**config.mk**
```make
export PLATFORM = sky130hd
export DESIGN_NAME = sa_skew_feeder
export DESIGN_NICKNAME = d
export VERILOG_FILES = /design/src/rtl/sa_skew_feeder.sv
export SDC_FILE = /design/constraint.sdc
export NUM_CORES = 1
export LEC_CHECK = 0
export BUFFER_PORTS_ARGS = -buffer_cell sky130_fd_sc_hd__buf_2
export CORE_MARGIN = 2
export CORE_UTILIZATION = 30
export CTS_CLUSTER_DIAMETER = 100
export CTS_CLUSTER_SIZE = 28
export DETAILED_ROUTE_END_ITERATION = 10
export GPL_TIMING_DRIVEN = 1
export SLEW_MARGIN = 10
export SYNTH_ARGS = -nofsm -noshare
export SYNTH_HDL_FRONTEND = slang
export SYNTH_SLANG_ARGS = --single-unit
export TNS_END_PERCENT = 10
```
**constraint.sdc**
```tcl
create_clock -name clk -period 1.75 [get_ports clk]
set_input_delay 0.175 -clock clk [delete_from_list [all_inputs] [get_ports clk]]
set_output_delay 0.175 -clock clk [all_outputs]
set_load 0.02 [all_outputs]
```
**src/rtl/sa_skew_feeder.sv**
```systemverilog
// Diagonal skew feeder for one systolic-array edge: lane i delays each accepted
// beat by i steps, then drains the pipeline with bubbles and pulses done.
module sa_skew_feeder #(
    parameter int N         = 4,
    parameter int ELEM_BITS = 8
) (
    input  logic                   clk,
    input  logic                   rstn,
    input  logic                   start,
    input  logic                   clear,
    input  logic                   in_valid,
    output logic                   in_ready,
    input  logic [N*ELEM_BITS-1:0] in_data,
    input  logic                   in_last,
    output logic [N*ELEM_BITS-1:0] pe_a,
    output logic [N-1:0]           pe_en,
    output logic                   busy,
    output logic                   done
);

    localparam int CW = (N > 1) ? $clog2(N) : 1;

    typedef enum logic [1:0] {
        IDLE   = 2'd0,
        STREAM = 2'd1,
        DRAIN  = 2'd2
    } state_t;

    state_t                 state, state_next;
    logic [CW-1:0]          count, count_next;
    logic                   done_next;
    logic                   step;
    logic                   step_tag;
    logic [N*ELEM_BITS-1:0] step_data;

    assign in_ready = (state == STREAM);
    assign busy     = (state != IDLE);

    // A beat offered on a clear cycle is dropped, so clear also vetoes the step.
    assign step      = !clear && (((state == STREAM) && in_valid) || (state == DRAIN));
    assign step_tag  = (state == STREAM);
    assign step_data = (state == STREAM) ? in_data : '0;

    always_ff @(posedge clk or negedge rstn) begin
        if (!rstn) begin
            state <= IDLE;
            count <= '0;
            done  <= 1'b0;
        end else begin
            state <= state_next;
            count <= count_next;
            done  <= done_next;
        end
    end

    always_comb begin
        // NOTE: every output of this block gets a default first so no path
        // through the case can leave a signal unassigned and infer a latch.
        state_next = state;
        count_next = count;
        done_next  = 1'b0;
        if (clear) begin
            state_next = IDLE;
            count_next = '0;
        end else begin
            case (state)
                IDLE: begin
                    if (start) state_next = STREAM;
                end
                STREAM: begin
                    if (in_valid && in_last) begin
                        if (N == 1) begin
                            state_next = IDLE;
                            done_next  = 1'b1;
                        end else begin
                            state_next = DRAIN;
                            count_next = CW'(N - 1);
                        end
                    end
                end
                DRAIN: begin
                    count_next = count - CW'(1);
                    if (count == CW'(1)) begin
                        state_next = IDLE;
                        done_next  = 1'b1;
                    end
                end
                default: state_next = IDLE;
            endcase
        end
    end

    for (genvar i = 0; i < N; i++) begin : g_lane
        logic [ELEM_BITS-1:0] src_data;
        logic                 src_tag;
        logic [ELEM_BITS-1:0] out_data;
        logic                 out_en;

        if (i == 0) begin : g_direct
            assign src_data = step_data[0 +: ELEM_BITS];
            assign src_tag  = step_tag;
        end else begin : g_chain
            logic [ELEM_BITS-1:0] dly_data [i];
            logic [i-1:0]         dly_tag;

            always_ff @(posedge clk or negedge rstn) begin
                if (!rstn) begin
                    // NOTE: the delay storage is reset too, because bubbles and
                    // post-reset output must read as defined zeros, not X.
                    for (int j = 0; j < i; j++) dly_data[j] <= '0;
                    dly_tag <= '0;
                end else if (clear) begin
                    dly_tag <= '0;
                end else if (step) begin
                    dly_data[0] <= step_data[i*ELEM_BITS +: ELEM_BITS];
                    dly_tag[0]  <= step_tag;
                    for (int j = 1; j < i; j++) begin
                        dly_data[j] <= dly_data[j-1];
                        dly_tag[j]  <= dly_tag[j-1];
                    end
                end
            end

            assign src_data = dly_data[i-1];
            assign src_tag  = dly_tag[i-1];
        end

        // Output stage: data holds between steps, enable is a one-step strobe.
        always_ff @(posedge clk or negedge rstn) begin
            if (!rstn) begin
                out_data <= '0;
                out_en   <= 1'b0;
            end else if (clear) begin
                out_en <= 1'b0;
            end else if (step) begin
                out_data <= src_data;
                out_en   <= src_tag;
            end else begin
                out_en <= 1'b0;
            end
        end

        assign pe_a[i*ELEM_BITS +: ELEM_BITS] = out_data;
        assign pe_en[i]                       = out_en;
    end

endmodule

```
==> results.cfg <==
[outcome]
status = completed

[clocking]
htree_levels = 3
insertion_delay_ns = 0.34
clk_root_buffer_cell = clkbuf_16
cts_buffer_depth = 2
numCtsBuffers = 9
cts_tree = built
clkTransAtPathRegs_ns = 0.07
cts.sinks = 92

[detailed_routing]
drcViolationCount = 0
num_vias = 3740
wl_per_cell_um = 17.94
wl_mm = 11.77
final_antenna_net_count = 0
via_per_inst = 5.701
drtIter0Drc = 347
dr.pass1.iters = 4

[placement]
dp_hpwl_mm = 7.229
numPortBuffers = 76
routabilityCongestion = 0.7373

[cells_and_area]
final_core_util = 0.3657
drive_gt1_frac = 0.2585
final_nets = 506
area_growth_pct = 19.58
antennaDiodeCount = 0

[timing]
setup_viol = 0
skew_ns = 0.007003
hold_viol = 0
tightest_slew_ns = 0.4508
drv_slew = 0
fin_tns_setup_ns = 0
post-route-period-util = 0.9641
grt_setup_unrepaired = false
fmax_mhz = 592.7
relSlewSlack = 0.6995
layout_min_cycle_time_ns = 1.687

[yosys]
synth_area_per_cell_um2 = 10.75
yosysWarnings = 0
ys.flop_type = dfrtp_1
synth_enable_flop_cells = 0
synthesis.area_um2 = 4428
synth_top_area_frac = 0.5199
synth_common_cells = 92 x dfrtp_1, 53 x inv_1, 48 x a221oi_1, 48 x o22ai_1, 48 x o32ai_1
synthArstFlopShare = 1.000
ys_seq_area_frac = 0.5199
synth.largest_area_cell = dfrtp_1
synthTopCellsByArea = dfrtp_1 52%, a221oi_1 9.5%, o32ai_1 9.5%
yosysMostFrequentCell = dfrtp_1
synth_cells = 412
ys_types = 30
synth_nets = 451
ys_ff_latch = 92

[die]
std_cell_rows = 44
io_pins = 77
die_w_um = 125.5
dieArea_um2 = 15750
die_h_um = 125.5
start_util = 0.3058
core_um2 = 14480

[worst_hold_path]
hold_class = primary input to flop
holdPathStages = 2

[global_routing]
grt_usage = 0.1476
overflow = 0
grt_pass1_wl_mm = 19.11
grt_max_degree = 59
antenna_found_initial = 0
grt_pass1_vias = 3671

[critical_path]
path_max_fanout = 16
rr_worst_depth = 4
start_kind = flop
cp.required_ns = 1.57
cp-end-kind = output pin
crit_type = flop to output pin
cp_data_arrival_time_ns = 1.51

[power_and_ir_drop]
vdd_drop_max_mv = 0.7108
p_per_area_nw_per_um2 = 1213
power.leakage_nw = 2.359

[flow_run]
cap_violations = 0
[registers in the layout, indices dropped and copies added, names as in the netlist]
| name | cells |
|---|---|
| g_lane.src_data | 16 |
| g_lane.out_en | 4 |
| state | 2 |
| g_lane.g_chain.dly_data | 32 |
| g_lane.out_data | 32 |
| count | 2 |
| g_lane.g_chain.dly_tag | 3 |
| done | 1 |
[per-stage QoR]
| step | hold slack [ns] | total power [W] | cells | instance area [um^2] | worst slack, ns |
|---|---|---|---|---|---|
| 6_report | 0.05141 | 0.006420 | 656 | 5295 | 0.06279 |
| 4_1_cts | 0.04319 | 0.006483 | 653 | 5268 | 0.01260 |
| 2_1_floorplan | -0.1206 | 0.004046 | 412 | 4428 | 0.1656 |
| 5_1_grt | 0.04731 | 0.006799 | 656 | 5295 | 0.01408 |
| 3_5_place_dp | 0.1977 | 0.004615 | 636 | 4979 | 0.1226 |
| 3_3_place_gp | 0.1980 | 0.004525 | 636 | 4979 | 0.1474 |
[logic make-up (layout without fill, tap and decap cells)]
| kind of cell | Yosys count | in the layout | synth area share |
|---|---|---|---|
| adder cells (fa/ha/maj) | 1 | 1 | 0.002825 |
| multiplexers | 1 | 1 | 0.002261 |
| AO/OA/AOI/OAI | 188 | 188 | 0.3388 |
| buffers and inverters | 107 | 167 | 0.1074 |
| flip-flops | 92 | 92 | 0.5199 |
| AND/OR/NAND/NOR | 23 | 23 | 0.02882 |
[worst paths after layout]
| path | startpoint | to | slack (ns) |
|---|---|---|---|
| hold / removal | in_data[7] | g_lane[0].out_data[7] | 0.05 |
| min in group asynchronous | rstn | g_lane[0].out_data[6] | 0.36 |
| setup / recovery | state[1] | busy | 0.06 |
| setup reg to reg | state[1] | g_lane[3].out_data[3] | 0.12 |
| max in group asynchronous | rstn | state[1] | 0.97 |
| hold reg to reg | g_lane[0].out_data[3] | g_lane[0].out_data[3] | 0.49 |
[worst max-delay path: stages, from the launching register on]
cell and delay, ns:
dfrtp_2 0.47, or2_2 0.32, buf_4 0.21, buf_2 0.18
[cell usage in the layout, fill, tap and decap left out, drive strengths merged]
cell,count
o32ai,48
a31oi,1
a22o,32
dfrtp,92
a221oi,48
nor3b,1
nor3,1
nand2b,2
nor2b,2
o22ai,48
and2,2
clkinv,2
buf,97
dlygate4sd3,1
nor2,3
clkinvlp,3
or3b,1
clkbuf,9
nand3,2
a21oi,3
o21ai,3
nor4bb,1
mux2i,1
inv,55
nand2,5
a211oi,2
o21ba,1
a311oi,2
ha,1
or2,3
[routing by layer]
metal  global-route usage  part of all wire  up-vias  wire length (um)
li1                     -                 -     1738                 -
met1               0.1946              0.44     1893              5185
met2               0.2471              0.51      105              5971
met3              0.03423             0.047        4               557
met4              0.03464            0.0045        0                53
met5                    0                 0        -                 0
[what timing repair did]
item,CTS,global route
hold endpoints to repair,92,0
endpoints found under the setup margin,1,2
hold buffers,1,0
gates resized for setup,1,2
buffers inserted,0,3
[power by group]
group / leakage, nW / switching, W / internal, W
registers: 1.18 / 0.000442 / 0.00256
clock network: 0.128 / 0.000867 / 0.000968
logic: 1.05 / 0.000862 / 0.000721
[layout make-up]
cell class                 instances  area (um^2)
fill                            1423         9184
tap                              184        230.2
clock inverter                     7        50.05
timing repair buffer              98        610.6
sequential                        92         2305
inverter                          53        198.9
multi-input combinational        213         1675
clock buffer                       9        225.2
Power figures use the tool's default switching activity.
